## src/rtl/ped_pkg.sv

```systemverilog
// Shared types and default timing for the pedestrian crossing controller.
package ped_pkg;

  typedef enum logic [2:0] {
    ST_IDLE     = 3'd0,
    ST_WAIT_RED = 3'd1,
    ST_WALK     = 3'd2,
    ST_CLEAR    = 3'd3,
    ST_FAULT    = 3'd4
  } ped_state_t;

  localparam int unsigned DEF_DEBOUNCE_CYCLES = 4;
  localparam int unsigned DEF_WALK_CYCLES     = 4;
  localparam int unsigned DEF_FLASH_CYCLES    = 4;
  localparam int unsigned PHASE_CNT_W         = 4;

  typedef logic [PHASE_CNT_W-1:0] phase_cnt_t;

  // True when exactly one of the three vehicle lamps is lit.
  function automatic logic lamps_one_hot(input logic r, input logic y, input logic g);
    return (r ^ y ^ g) & ~(r & y & g);
  endfunction

  function automatic phase_cnt_t cnt_load(input int unsigned n);
    return phase_cnt_t'(n - 1);
  endfunction

endpackage

```

## src/rtl/ped_crossing_ctrl_if.sv

```systemverilog
// Lamp inputs and pedestrian outputs of the crossing controller.
interface ped_crossing_ctrl_if;

  logic ped_button;
  logic red_light;
  logic yellow_light;
  logic green_light;
  logic walk;
  logic dont_walk;
  logic ped_request;
  logic light_fault;

  modport master (
    output ped_button, red_light, yellow_light, green_light,
    input  walk, dont_walk, ped_request, light_fault
  );

  modport slave (
    input  ped_button, red_light, yellow_light, green_light,
    output walk, dont_walk, ped_request, light_fault
  );

endinterface

```

## src/rtl/ped_debounce.sv

```systemverilog
// Button synchroniser, stability-count debouncer and press-edge pulse.
module ped_debounce
  import ped_pkg::*;
#(
  parameter int unsigned DEBOUNCE_CYCLES = DEF_DEBOUNCE_CYCLES
) (
  input  logic clk,
  input  logic reset,
  input  logic btn_raw,
  output logic press
);

  logic       sync1_q, sync2_q;
  logic       level_q, level_d;
  logic       level_prev_q;
  phase_cnt_t stab_q, stab_d;

  // NOTE: non-blocking assignments make sync2_q take the old sync1_q, giving two real flops.
  always_ff @(posedge clk or posedge reset) begin
    if (reset) begin
      sync1_q <= 1'b0;
      sync2_q <= 1'b0;
    end else begin
      sync1_q <= btn_raw;
      sync2_q <= sync1_q;
    end
  end

  // Count consecutive samples that disagree with the accepted level.
  always_comb begin
    level_d = level_q;
    stab_d  = '0;
    if (sync2_q != level_q) begin
      if (stab_q == phase_cnt_t'(DEBOUNCE_CYCLES - 1)) begin
        level_d = sync2_q;
      end else begin
        stab_d = stab_q + 4'd1;
      end
    end
  end

  always_ff @(posedge clk or posedge reset) begin
    if (reset) begin
      level_q      <= 1'b0;
      level_prev_q <= 1'b0;
      stab_q       <= '0;
    end else begin
      level_q      <= level_d;
      level_prev_q <= level_q;
      stab_q       <= stab_d;
    end
  end

  assign press = level_q & ~level_prev_q;

endmodule

```

## src/rtl/ped_crossing_ctrl.sv

```systemverilog
// Pedestrian crossing controller: request latch, red-edge walk start,
// timed walk and flashing clearance, lamp-fault lockout.
module ped_crossing_ctrl
  import ped_pkg::*;
#(
  parameter int unsigned DEBOUNCE_CYCLES = DEF_DEBOUNCE_CYCLES,
  parameter int unsigned WALK_CYCLES     = DEF_WALK_CYCLES,
  parameter int unsigned FLASH_CYCLES    = DEF_FLASH_CYCLES
) (
  input logic                clk,
  input logic                reset,
  ped_crossing_ctrl_if.slave bus
);

  if (DEBOUNCE_CYCLES < 1 || DEBOUNCE_CYCLES > 15 ||
      WALK_CYCLES < 1 || WALK_CYCLES > 15 ||
      FLASH_CYCLES < 1 || FLASH_CYCLES > 15) begin : g_param_check
    $error("ped_crossing_ctrl: timing parameters must lie in 1..15");
  end

  logic       press;
  logic       lamps_ok;
  logic       red_rise;
  logic       red_prev_q;
  ped_state_t state_q, state_d;
  phase_cnt_t cnt_q, cnt_d;
  phase_cnt_t flash_elapsed;
  logic       walk_q, walk_d;
  logic       dont_walk_q, dont_walk_d;
  logic       ped_request_q, ped_request_d;
  logic       light_fault_q, light_fault_d;

  ped_debounce #(
    .DEBOUNCE_CYCLES(DEBOUNCE_CYCLES)
  ) u_debounce (
    .clk    (clk),
    .reset  (reset),
    .btn_raw(bus.ped_button),
    .press  (press)
  );

  assign lamps_ok = lamps_one_hot(bus.red_light, bus.yellow_light, bus.green_light);
  assign red_rise = bus.red_light & ~red_prev_q;

  // NOTE: every output of this block gets a default first, so no path can infer a latch.
  always_comb begin
    state_d       = state_q;
    cnt_d         = cnt_q;
    walk_d        = 1'b0;
    dont_walk_d   = 1'b1;
    ped_request_d = 1'b0;
    light_fault_d = 1'b0;

    if (!lamps_ok) begin
      state_d = ST_FAULT;
      cnt_d   = '0;
    end else begin
      unique case (state_q)
        ST_IDLE: begin
          if (press) state_d = ST_WAIT_RED;
        end
        ST_WAIT_RED: begin
          if (red_rise) begin
            state_d = ST_WALK;
            cnt_d   = cnt_load(WALK_CYCLES);
          end
        end
        ST_WALK: begin
          // Losing red abandons the crossing before any count expiry.
          if (!bus.red_light) begin
            state_d = ST_IDLE;
            cnt_d   = '0;
          end else if (cnt_q == '0) begin
            state_d = ST_CLEAR;
            cnt_d   = cnt_load(FLASH_CYCLES);
          end else begin
            cnt_d = cnt_q - 4'd1;
          end
        end
        ST_CLEAR: begin
          if (!bus.red_light || cnt_q == '0) begin
            state_d = ST_IDLE;
            cnt_d   = '0;
          end else begin
            cnt_d = cnt_q - 4'd1;
          end
        end
        ST_FAULT: begin
          if (bus.red_light) state_d = ST_IDLE;
        end
        default: begin
          state_d = ST_IDLE;
          cnt_d   = '0;
        end
      endcase
    end

    // Outputs follow the state being entered so they register on the decision edge.
    flash_elapsed = cnt_load(FLASH_CYCLES) - cnt_d;
    unique case (state_d)
      ST_WAIT_RED: ped_request_d = 1'b1;
      ST_WALK: begin
        walk_d      = 1'b1;
        dont_walk_d = 1'b0;
      end
      ST_CLEAR:    dont_walk_d   = ~flash_elapsed[0];
      ST_FAULT:    light_fault_d = 1'b1;
      default:     ;
    endcase
  end

  always_ff @(posedge clk or posedge reset) begin
    if (reset) begin
      state_q       <= ST_IDLE;
      cnt_q         <= '0;
      red_prev_q    <= 1'b0;
      walk_q        <= 1'b0;
      dont_walk_q   <= 1'b1;
      ped_request_q <= 1'b0;
      light_fault_q <= 1'b0;
    end else begin
      state_q       <= state_d;
      cnt_q         <= cnt_d;
      red_prev_q    <= bus.red_light;
      walk_q        <= walk_d;
      dont_walk_q   <= dont_walk_d;
      ped_request_q <= ped_request_d;
      light_fault_q <= light_fault_d;
    end
  end

  assign bus.walk        = walk_q;
  assign bus.dont_walk   = dont_walk_q;
  assign bus.ped_request = ped_request_q;
  assign bus.light_fault = light_fault_q;

endmodule

```

## src/flat_wrapper.sv

```systemverilog
// flat-port wrapper written by rule: the top's interface ports become plain ports
module ped_crossing_ctrl_flat import ped_pkg::*;
#(
  parameter int unsigned DEBOUNCE_CYCLES = DEF_DEBOUNCE_CYCLES,
  parameter int unsigned WALK_CYCLES     = DEF_WALK_CYCLES,
  parameter int unsigned FLASH_CYCLES    = DEF_FLASH_CYCLES
)
  (clk, reset, bus_ped_button, bus_red_light, bus_yellow_light, bus_green_light, bus_walk, bus_dont_walk, bus_ped_request, bus_light_fault);
  ped_crossing_ctrl_if bus_i ();
  input logic clk;
  input logic reset;
  input wire logic [$bits(bus_i.ped_button)-1:0] bus_ped_button;
  input wire logic [$bits(bus_i.red_light)-1:0] bus_red_light;
  input wire logic [$bits(bus_i.yellow_light)-1:0] bus_yellow_light;
  input wire logic [$bits(bus_i.green_light)-1:0] bus_green_light;
  output wire logic [$bits(bus_i.walk)-1:0] bus_walk;
  output wire logic [$bits(bus_i.dont_walk)-1:0] bus_dont_walk;
  output wire logic [$bits(bus_i.ped_request)-1:0] bus_ped_request;
  output wire logic [$bits(bus_i.light_fault)-1:0] bus_light_fault;
  assign bus_i.ped_button = bus_ped_button;
  assign bus_i.red_light = bus_red_light;
  assign bus_i.yellow_light = bus_yellow_light;
  assign bus_i.green_light = bus_green_light;
  assign bus_walk = bus_i.walk;
  assign bus_dont_walk = bus_i.dont_walk;
  assign bus_ped_request = bus_i.ped_request;
  assign bus_light_fault = bus_i.light_fault;
  ped_crossing_ctrl #(.DEBOUNCE_CYCLES(DEBOUNCE_CYCLES), .WALK_CYCLES(WALK_CYCLES), .FLASH_CYCLES(FLASH_CYCLES)) u_core (.clk(clk), .reset(reset), .bus(bus_i));
endmodule
```

## config.mk

```make
export PLATFORM = sky130hd
export DESIGN_NAME = ped_crossing_ctrl_flat
export DESIGN_NICKNAME = d
export VERILOG_FILES = /design/src/rtl/ped_pkg.sv /design/src/rtl/ped_crossing_ctrl_if.sv /design/src/rtl/ped_debounce.sv /design/src/rtl/ped_crossing_ctrl.sv /design/src/flat_wrapper.sv
export SDC_FILE = /design/constraint.sdc
export NUM_CORES = 1
export LEC_CHECK = 0
export CORE_ASPECT_RATIO = 0.8
export CORE_MARGIN = 4
export CORE_UTILIZATION = 39
export DETAILED_ROUTE_END_ITERATION = 6
export PLACE_DENSITY = 0.62
export SYNTH_ARGS = -nofsm -noshare
export SYNTH_HDL_FRONTEND = slang
export SYNTH_SLANG_ARGS = --single-unit
```

## constraint.sdc

```tcl
create_clock -name clk -period 1.75 [get_ports clk]
set_clock_uncertainty 0.2 [all_clocks]
set_input_delay 0.35 -clock clk [delete_from_list [all_inputs] [get_ports clk]]
set_output_delay 0.35 -clock clk [all_outputs]
set_load 0.005 [all_outputs]
```

Word-level counts from Yosys, hierarchy flattened
Index checks and enable logic that the tools add are counted.
- $add $sub $neg: 3
- $mul: 0
- divide/modulo/power cells: 0
- $lt $le $gt $ge: 0
- eq/ne operators: 10
- shift-type cells: 0
- muxes and demuxes: 20
- bitwise operators: 11
- reduce and logical (&&, ||, !) cells: 6
- operators by type and width (cell ; number):
    $mux W4 ; 7
    $mux W3 ; 7
    $pmux W4 S4 ; 1
    $pmux W3 S5 ; 1
    $eq A3 B2 Y1 const B ; 4
    $eq A3 B1 Y1 const B ; 2
    $eq A3 B3 Y1 const B ; 2
    $and A1 B1 Y1 ; 5
    $add A4 B1 Y4 const B ; 1
    $eq A4 B2 Y1 const B ; 1
    $logic_not A4 Y1 ; 1
    $not A1 Y1 ; 4
    $sub A4 B1 Y4 const B ; 1
    $logic_not A3 Y1 ; 1
    $mux W1 ; 3
    $pmux W1 S2 ; 1
    $reduce_and A2 Y1 ; 1
    $reduce_or A2 Y1 ; 1
    $xor A1 B1 Y1 ; 2
    $logic_not A1 Y1 ; 1
    $logic_or A1 B1 Y1 ; 1
    $ne A1 B1 Y1 ; 1
    $sub A1 B1 Y1 const A ; 1
- register bits after elaboration: 20
- bits in latches: 0
- memory bits (writable): 0
- memory bits (read-only): 0
- bits of input ports: 6
- output and inout port bits: 4
- logic and storage cells: 62
- memories kept: 0

Depth between registers and ports, before layout
- depth after elaboration: 8
- depth in mapped cells: 6
- mapped depth without buffers: 6

Hierarchy
From an unflattened synthesis, not the netlist that was laid out.
- cells, all modules: 100
- area, all modules: 1067.3 um^2
- modules (own cells, without submodules) (module ; instances ; cells an instance ; area each (um^2) ; sequential area each (um^2)):
    ped_crossing_ctrl ; 1 ; 77 ; 745.7 ; 301.5
    ped_debounce ; 1 ; 23 ; 321.6 ; 200.2

Least setup slack after synthesis
No wires, ideal clock.
- kind: in2reg
- start: input bus_yellow_light
- end: register u_core.dont_walk_q (netlist: u_core.bus.dont_walk)
- setup time: 84 ps
- arrival time: 1532 ps
- data required time: 1466 ps
- path slack: -67 ps
- cell stages on the path: 5
- path buffers: 0
- cell sequence: ha_1 -> nor3b_1 -> o21ai_1 -> o21bai_1 -> o21bai_1
- longest elaborated chain between the ends: 8
- elaborated cells between the ends (all ways): 13
- classes of those cells: 1 x add/sub; 2 x eq/ne; 3 x mux; 7 x bitwise
- RTL lines (what ; line ; source):
    start, declared ; flat_wrapper.sv:14 ; input wire logic [$bits(bus_i.yellow_light)-1:0] bus_yellow_light;
    $and A1 B1 Y1 (2 in a row) ; ped_pkg.sv:21 ; return (r ^ y ^ g) & ~(r & y & g);
    $not A1 Y1 ; ped_pkg.sv:21 ;
    $and A1 B1 Y1 * ; ped_pkg.sv:21 ;
    $mux W4 ; ped_crossing_ctrl.sv:54 ; if (!lamps_ok) begin
    $sub A1 B1 Y1 ; ped_crossing_ctrl.sv:99 ; flash_elapsed = cnt_load(FLASH_CYCLES) - cnt_d;
    $not A1 Y1 ; ped_crossing_ctrl.sv:106 ; ST_CLEAR: dont_walk_d = ~flash_elapsed[0];
    $pmux W1 S2 * ; ped_crossing_ctrl.sv:100 ; unique case (state_d)
    via u_core.dont_walk_d ; ped_crossing_ctrl.sv:29 ; logic dont_walk_q, dont_walk_d;
    end signal, assigned ; ped_crossing_ctrl.sv:126 ; dont_walk_q <= dont_walk_d;
    end, declared ; ped_crossing_ctrl.sv:29 ;
The timed path passes the listed nets; every way through them passes the cells marked *.
A chain may end at the register's enable or synchronous reset.

Worst setup path in the final report
- start: register u_core.cnt_q[1]
- end: register u_core.ped_request_q (netlist: u_core.bus.ped_request)
- longest elaborated chain between the ends: 7
- elaborated cells between the ends (all ways): 9
- classes of those cells: 1 x eq/ne; 6 x mux; 2 x reduce/logical
- RTL lines (what ; line ; source):
    start, declared ; ped_crossing_ctrl.sv:26 ; phase_cnt_t cnt_q, cnt_d;
    start signal, assigned ; ped_crossing_ctrl.sv:123 ; cnt_q <= cnt_d;
    $logic_not A4 Y1 * ; ped_crossing_ctrl.sv:73, ped_crossing_ctrl.sv:81 ;
    $mux W3 or $logic_or A1 B1 Y1 (tied branches) ; ped_crossing_ctrl.sv:73, ped_crossing_ctrl.sv:81 ;
    $mux W3 (on tied branches) ; ped_crossing_ctrl.sv:70, ped_crossing_ctrl.sv:81 ;
    $pmux W3 S5 * ; ped_crossing_ctrl.sv:58 ; unique case (state_q)
    $mux W3 * ; ped_crossing_ctrl.sv:54 ;
    $eq A3 B1 Y1 * ; ped_crossing_ctrl.sv:100 ;
    $mux W1 * ; ped_crossing_ctrl.sv:100 ;
    via u_core.ped_request_d ; ped_crossing_ctrl.sv:30 ; logic ped_request_q, ped_request_d;
    end signal, assigned ; ped_crossing_ctrl.sv:127 ; ped_request_q <= ped_request_d;
    end, declared ; ped_crossing_ctrl.sv:30 ;
Marked as above.

==> results by group <==
Place
  – GP Congestion: 0.7314
  – PortBufs: 9
  – DP HPWL: 1.353 mm
  – DP Worst Slack: -512.1 ps

GRT
  – First-pass GRT wire length: 2.987 mm
  – Met3 Use GR: 3.863%
  – M1 GR Usage: 16.09%
  – M2 GR Usage: 18.02%
  – Global routing's busiest layer: met2
  – Total GRT Usage: 11.53%
  – GRT overflow: 0
  – Vias in the first global route: 685
  – Largest net degree at the start of global routing: 21
  – Initial antenna violation count: 0

Synth
  – Count leader, synth: dfrtp_1
  – Syn_nets: 93
  – Yosys warnings: 0
  – Cell variety after synth: 31
  – Ys async rst share: 100.0%
  – FF+latch count, synth: 20
  – Ranking of synthesized cells by area: dfrtp_1, ha_1, nand3b_1
  – Area of the mapped netlist: 962.2 µm²
  – Top_reg_cell synth: dfrtp_1
  – Syn Inst Count: 83
  – Synth Area per Inst: 11.59 µm²
  – Post-synth top area share: 49.41%
  – Area leader, netlist: dfrtp_1
  – List of most frequent post-synthesis cells: dfrtp_1, nor2_1
  – Seq/Total Area, Yosys: 52.15%
  – Post-synth EDFFs: 0

Floorplanning
  – Die H: 52.43 µm
  – Core area: 2252 µm²
  – FP Rows: 15
  – Die ar.: 3331 µm²
  – Io pins: 10
  – Initial Util: 42.72%
  – Die width: 63.53 µm

Power and ir drop
  – Leak Pwr: 0.6040 nW
  – Peak supply drop: 0.5733 mV
  – Post-route total power: 1.170 mW
  – Pwr Density: 845.3 nW/µm²

STA
  – Final Hold Vio Count: 0
  – RSZ-0062 raised after global routing: true
  – Setup TNS: -150.0 ps
  – Setup violations, final: 4
  – Final setup margin: -62.34 ps
  – Slew Viols, Final: 0
  – Fmax: 551.8 MHz
  – Slew margin rel.: 77.28%
  – Min Tclk post-route: 1812 ps
  – Actual slew at the worst max-slew pin: 338.4 ps
  – Period utilization: 103.6%

Setup path
  – CP max FO: 4
  – Setup crit end: u_core.bus.ped_request
  – Crit path launch: u_core.cnt_q[1]
  – Reg-to-Reg Start: u_core.cnt_q[1]
  – CP required: 1760 ps
  – Setup crit end kind: register
  – Crit start category: register
  – Crit path arrival time: 1820 ps
  – R2r setup slk: -60 ps
  – Critical path type: reg2reg
  – Register-to-Register Path Depth: 7
  – FF-to-FF End: u_core.bus.ped_request

Routing
  – Mean routed wirelength per cell: 13.60 µm
  – Drt first-iter violations: 29
  – Vias: 723
  – Routed Antenna Nets: 0
  – Routed WL: 1.877 mm
  – Pre-antenna DRT Iters: 4
  – Drt drc: 0
  – Via density: 5.239

Final layout
  – Post-layout util: 61.44%
  – Nets: 124
  – Share of layout cells above drive strength 1: 41.59%
  – Fillers: 173
  – Area growth, synth to finish: 43.82%
  – # diodes: 0
  – Area of the multi-input gates: 550.5 µm²
  – Reg area: 501.7 µm²

Clocking
  – Clock Latency Late Sink: 310 ps
  – Number of CTS-inserted buffers: 3
  – Total clock sinks: 20
  – CTS H-tree lvls: 1
  – CTS root buf: clkbuf_4
  – CTS tree: built
  – Clk slew on worst S/H paths: 120 ps
  – Longest Clk Path Bufs: 2

Hold path
  – Worst Hold Class: in2async

Outcome
  – Failing checks: setup timing
  – Status: finished, violations left

Job
  – Max_cap viols: 0
layout make-up:
class | count | area share [%]
multi-input combinational | 58 | 39.78
sequential | 20 | 36.26
inverter | 4 | 1.085
clock buffer | 3 | 1.627
timing repair buffer | 27 | 16.82
tap | 25 | 2.260
clock inverter | 1 | 2.170
registers in the layout, indices dropped and copies added (netlist names):
register                        flops
u_core.bus.ped_request              1
u_core.bus.walk                     1
u_core.u_debounce.stab_q            4
u_core.u_debounce.level_prev_q      1
u_core.bus.light_fault              1
u_core.u_debounce.sync1_q           1
u_core.u_debounce.sync2_q           1
u_core.red_prev_q                   1
u_core.bus.dont_walk                1
u_core.u_debounce.level_q           1
u_core.cnt_q                        4
u_core.state_q                      3
report_power, final:
group	internal [mW]	total (mW)	switching, mW
combinational	0.135	0.241	0.106
clock	0.232	0.374	0.143
sequential	0.515	0.555	0.0394
total	0.882	1.17	0.288
repair_timing:
| item | 4_1_cts | 5_1_grt |
|---|---|---|
| setup buffers | 1 | 3 |
| hold buffers | 0 | 0 |
| resized for setup | 7 | 18 |
| setup endpoints to repair | 9 | 10 |
| pin swaps | 2 | 6 |
critical path: stages (launching register included):
cell,delay [ps]
dfrtp_1,410
inv_2,90
ha_4,130
nor3b_4,270
buf_4,180
a21oi_4,70
nor2_2,140
nor4b_4,220
cells in the final DEF, fill, tap and decap left out, types with 3 or more instances in the layout:
master / count
o21ai_0: 3
dfrtp_1: 19
nand3b_1: 4
a21oi_1: 3
clkbuf_4: 3
nor2b_1: 3
clkdlybuf4s50_1: 6
nor2_1: 5
buf_4: 17
worst min path at each step:
stage                                    startpoint                   endpoint
final                                         reset  u_core.u_debounce.sync2_q
after global placement    u_core.u_debounce.sync1_q  u_core.u_debounce.sync2_q
after floorplan                               reset     u_core.bus.light_fault
after detailed placement  u_core.u_debounce.sync1_q  u_core.u_debounce.sync2_q
after global routing                          reset  u_core.u_debounce.sync2_q
after CTS                                     reset  u_core.u_debounce.sync1_q
per-layer routing:
layer	wire, µm	part of all wire [%]	vias up
met5	0	0	-
met3	65	3.5	2
met2	859	46	15
met1	940	50	354
met4	12	0.64	0
li1	-	-	352
through the flow:
step / instance area (µm²) / cells / hold WS (ps)
floorplan: 972.2 / 83 / 113.1
global placement: 1206 / 132 / 135.0
detailed placement: 1206 / 132 / 141.1
CTS: 1291 / 137 / 153.4
global route: 1384 / 138 / 175.9
finish: 1384 / 138 / 144.0
cells by family (layout without fill, tap and decap cells):
group	count (synthesis)	count (layout)	synth area share (%)
compound gates	18	18	13.00
xor+xnor	4	4	3.642
fa+ha+maj	4	4	5.202
buf+inv	5	35	2.341
flops	20	20	52.15
mux	1	1	1.170
simple gates	31	31	22.50
No activity file was read; power rests on OpenSTA's default activity.
==> RTL change 1: new RTL, same flow settings <==
The package constant `PHASE_CNT_W` goes from 4 to 6.
--- a/src/rtl/ped_pkg.sv
+++ b/src/rtl/ped_pkg.sv
@@ -13,5 +13,5 @@
   localparam int unsigned DEF_WALK_CYCLES     = 4;
   localparam int unsigned DEF_FLASH_CYCLES    = 4;
-  localparam int unsigned PHASE_CNT_W         = 4;
+  localparam int unsigned PHASE_CNT_W         = 6;
 
   typedef logic [PHASE_CNT_W-1:0] phase_cnt_t;
Formal check against the unedited RTL: same outputs for any inputs over 10 cycles, from zero or initial values and one cycle with reset high; that may be too few to reach the edited logic, so the function may still have changed.
==> RTL change 1 against the unedited design <==
  * The run still ends with setup timing left
  * Total power is 23% higher
  * Routed wire length is 19% higher
  * Maximum frequency is 14% lower
  * Synthesized area is 18% higher
  * Sequential share of layout area is 1.9 points higher
  * Non-clock buffer count is 7 higher
  * Final area is 14% higher
  * Largest cell class is now flip-flops and latches
  * Final cell count is 31% higher
  * Setup slack worse by 300 ps
  * Count of clock-buffer cells in the layout is 1 higher
  * Largest power group unchanged
  * Sequential cell count is 4 higher
  * Global-route usage is 0.93 points higher
==> RTL change 1: results (changes against the unedited design) <==
Crit-path max FO: 2 (was 4)
Area of the multi-input gates: 587 um2 (was 551 um2)
DRT Pass-1 Iters: 4 (unchanged)
CP max-delay cell: or4_4 (was dfrtp_1)
Leakage: 0.732 nW (was 0.604 nW)
Logic inverters: 3 (was 4)
Synthesized Nets: 115 (was 93)
Initial antenna violation count: 0 (unchanged)
Filler cell count: 249 (was 173)
Failing checks: setup timing (unchanged)
Slew headroom: 0.745 (was 0.773)
Nets@finish: 153 (was 124)
Non-Clock Buffer Count: 34 (was 27)
Post-synthesis mux area share: 0.0188 (was 0.0117)
Sequential area share after synthesis: 0.531 (was 0.521)
Final setup margin: -365 ps (was -62.3 ps)
Gr usage total: 0.125 (was 0.115)
Hpwl dp: 1.61 mm (was 1.35 mm)
Clk tree area frac: 0.0230 (was 0.0380)
Netlist cell types: 34 (was 31)
Non-clk buf share: 0.185 (was 0.168)
Largest net degree at the start of global routing: 25 (was 21)
Multi-In Gates: 78 (was 58)
Gp weighted congestion: 0.869 (was 0.731)
Peak supply drop: 535 uV (was 573 uV)
Gr ovfl total: 0 (unchanged)
Routed vias: 896 (was 723)
CP max stage delay: 440 ps (was 410 ps)
First-pass GRT wire length: 3.62 mm (was 2.99 mm)
Largest regs: u_core.cnt_q x6, u_core.u_debounce.stab_q x6, u_core.state_q x3 (was u_core.cnt_q x4, u_core.u_debounce.stab_q x4, u_core.state_q x3)
Clock share of power: 0.198 (was 0.320)
Flop pwr share: 0.486 (was 0.474)
Sequential Area: 602 um2 (was 502 um2)
Status: finished with violations (unchanged)
Adder-cell share of the synthesized area: 0.0331 (was 0.0520)
# setup viols final: 9 (was 4)
Pre-CTS WS: -538 ps (was -512 ps)
XOR/XNOR share of the synthesized area: 0.0618 (was 0.0364)
Root buf cell: clkbuf_4 (unchanged)
Vias in the first global route: 815 (was 685)
Cell Area, Placed: 0.00146 mm2 (was 0.00121 mm2)
Initial DRC count: 43 (was 29)
R2R Setup Slk: -370 ps (was -60 ps)
Combinational logic power: 0.457 mW (was 0.241 mW)
Synth Area in Compound Gates: 0.0850 (was 0.130)
Crit path DAT: 2140 ps (was 1820 ps)
Pint: 1.01 mW (was 0.882 mW)
Dominant cells by area after synthesis: dfrtp_1 (51%), nor2_1 (5.6%), xor2_1 (3.9%) (was dfrtp_1 (49%), ha_1 (5.2%), nand3b_1 (3.1%))
Worst hold margin: 150 ps (was 144 ps)
-- RTL change 1: changes by cell type after synthesis, moves of 3 or more --
cell | unedited run | this run
nand3b_1 | 4 | 0
nand2_1 | 2 | 7
xor2_1 | 2 | 5
dfrtp_1 | 19 | 23
nand3_1 | 1 | 4
or2_2 | 0 | 3
nor3b_1 | 4 | 1
nor2_1 | 8 | 17
-- RTL change 1: metrics by stage --
| stage | cells | utilization | TNS [ps] |
|---|---|---|---|
| after global placement | 174 | 0.527 | -5120 |
| final | 181 | 0.570 | -1680 |
| after global routing | 181 | 0.570 | -2260 |
| after detailed placement | 174 | 0.527 | -5420 |
| after floorplan | 106 | - | -1980 |
| after CTS | 179 | 0.559 | -1990 |
-- RTL change 1: routing by layer --
| layer | up-vias | track usage | routed length (um) |
|---|---|---|---|
| met1 | 418 | 0.190 | 1090 |
| li1 | 440 | - | - |
| met4 | 0 | 0.0227 | 30 |
| met5 | - | 0 | 0 |
| met3 | 4 | 0.0505 | 166 |
| met2 | 34 | 0.165 | 948 |
==> RTL change 2: new RTL, config.mk and constraints unchanged <==
Without the edit above. Reset style: synchronous (`reset`), changed in 3 clocked blocks.
--- a/src/rtl/ped_debounce.sv
+++ b/src/rtl/ped_debounce.sv
@@ -17,5 +17,5 @@
 
   // NOTE: non-blocking assignments make sync2_q take the old sync1_q, giving two real flops.
-  always_ff @(posedge clk or posedge reset) begin
+  always_ff @(posedge clk) begin
     if (reset) begin
       sync1_q <= 1'b0;
@@ -40,5 +40,5 @@
   end
 
-  always_ff @(posedge clk or posedge reset) begin
+  always_ff @(posedge clk) begin
     if (reset) begin
       level_q      <= 1'b0;
--- a/src/rtl/ped_crossing_ctrl.sv
+++ b/src/rtl/ped_crossing_ctrl.sv
@@ -110,5 +110,5 @@
   end
 
-  always_ff @(posedge clk or posedge reset) begin
+  always_ff @(posedge clk) begin
     if (reset) begin
       state_q       <= ST_IDLE;
Check against the original RTL: differs if reset is asserted again (counterexample within 4 cycles, from zero or initial values and one cycle with reset high); with reset held inactive, the same outputs for 10 cycles.
==> RTL change 2 against the unedited design <==
  * Final area is 17% lower
  * Maximum frequency is 7.1% higher
  * Sequential cell count stayed put
  * Final cell count is 0.72% higher
  * Setup slack better by 120 ps
  * Die area is 6.6% lower
  * Count of clock-buffer cells in the layout stayed put
  * Routed wire length is 13% lower
  * Synthesized area is 7.7% lower
Power is not compared: it rests on default switching activity, and its combinational part moved more than twofold at a synthesized area within 25%.
==> RTL change 2: results (changes against the unedited design) <==
WL met3: 104 um (was 65 um)
Initial DRC count: 7 (was 29)
CP delay by family, top: compound AO/OA/AOI/OAI gates (was simple AND/OR/NAND/NOR gates)
Setup Fix Bufs, Post-CTS: 2 (was 1)
Hold WC Path Type: reg2reg (was in2async)
Clk_lat worst skew: 290 ps (was 310 ps)
Largest net degree at the start of global routing: 11 (was 21)
Async set-reset flop share out of synthesis: 0 (was 1.00)
Wirelength per Cell: 11.7 um (was 13.6 um)
Met1 wire length: 842 um (was 940 um)
Hpwl dp: 1.19 mm (was 1.35 mm)
Pint: 0.580 mW
CP max-delay cell: dfxtp_2 (was dfrtp_1)
Share of cells above drive strength 1: 0.263 (was 0.416)
Nets@finish: 126 (was 124)
Gp weighted congestion: 0.783 (was 0.731)
Clock-pin slew on the worst setup and hold paths: 100 ps (was 120 ps)
DR WL met2: 657 um (was 859 um)
Sequential area share after synthesis: 0.451 (was 0.521)
Status: complete, no violations (was finished with violations)
First-pass GRT wire length: 2.88 mm (was 2.99 mm)
Gr usage total: 0.125 (was 0.115)
Pre-CTS WS: -542 ps (was -512 ps)
Antenna cells: 0 (unchanged)
Vias in the first global route: 666 (was 685)
Dominant cells by area after synthesis: dfxtp_1 (45%), ha_1 (5.6%), nor2b_1 (4.2%) (was dfrtp_1 (49%), ha_1 (5.2%), nand3b_1 (3.1%))
# setup viols final: 0 (was 4)
Synthesized Nets: 102 (was 93)
Leakage: 0.406 nW
Syn. warnings: 0 (unchanged)
Peak supply drop: 563 uV
Top cells by count, synth: dfxtp_1 (20), nor2_1 (9), inv_1 (8) (was dfrtp_1 (19), nor2_1 (8))
Met2 Use GR: 0.181 (was 0.180)
Netlist cell types: 32 (was 31)
Slew headroom: 0.713 (was 0.773)
Met1 global-route usage: 0.168 (was 0.161)
Fin cells: 139 (was 138)
Crit path DAT: 1720 ps (was 1820 ps)
CTS resizes: 7 (unchanged)
CP max stage delay: 350 ps (was 410 ps)
Count leader, synth: dfxtp_1 (was dfrtp_1)
DRT Pass-1 Iters: 4 (unchanged)
TritonCTS buffer count: 3 (unchanged)
Port bufs: 9 (unchanged)
Cell Area, Placed: 0.00105 mm2 (was 0.00121 mm2)
Finished Cell Area: 0.00114 mm2 (was 0.00138 mm2)
Vias/cell: 5.04 (was 5.24)
CTS max path bufs: 2 (unchanged)
Routing usage on met3: 0.0463 (was 0.0386)
Avg Synthesized Cell Area: 9.66 um2 (was 11.6 um2)
Crit-path max FO: 4 (unchanged)
==> RTL change 2: cell count changes in the layout (fill, tap and decap cells not counted), moves of 4 or more <==
cell,delta
inv_1,+4
dfrtp_1,-19
buf_4,-6
nor2_1,+4
dfxtp_1,+18
==> RTL change 2: logic make-up after synthesis <==
group,Yosys count,synth area share
and+or+nand+nor,33,0.248
AOI/OAI and AO/OA,21,0.148
DFF,20,0.451
buffers and inverters,9,0.0465
xor gates and xnor gates,4,0.0394
adders and majority gates,4,0.0563
muxes,1,0.0113
==> RTL change 2: final timing paths <==
| kind | start | end | slack [ps] |
|---|---|---|---|
| min reg2reg | u_core.u_debounce.sync1_q$_SDFF_PP0_ | u_core.u_debounce.sync2_q$_SDFF_PP0_ | 250 |
| min | u_core.u_debounce.sync1_q$_SDFF_PP0_ | u_core.u_debounce.sync2_q$_SDFF_PP0_ | 250 |
| max | u_core.cnt_q[1]$_SDFFE_PP0P_ | u_core.bus.dont_walk$_SDFF_PP1_ | 60 |
| max reg2reg | u_core.cnt_q[1]$_SDFFE_PP0P_ | u_core.bus.dont_walk$_SDFF_PP1_ | 60 |
==> RTL change 2: power groups by stage <==
stage               combinational [mW]  clock (mW)  sequential [mW]
floorplan                       0.0269           0            0.479
global placement                0.0564           0            0.480
detailed placement              0.0575           0            0.481
CTS                             0.0628       0.218            0.470
global route                    0.0719       0.237            0.472
finish                          0.0635       0.210            0.470
==> RTL change 2: through the flow <==
stage | TNS [ps] | util
floorplan | 0 | -
CTS | -19.5 | 0.510
detailed placement | -4240 | 0.487
global route | -168 | 0.530
finish | 0 | 0.530
global placement | -3750 | 0.487
==> RTL change 2: area by class of cell <==
cell class                 count  area (um2)
timing repair buffer          20         170
fill                         205        1010
inverter                       8        30.0
sequential                    20         403
multi-input combinational     63         487
clock buffer                   3        22.5
tap                           25        31.3
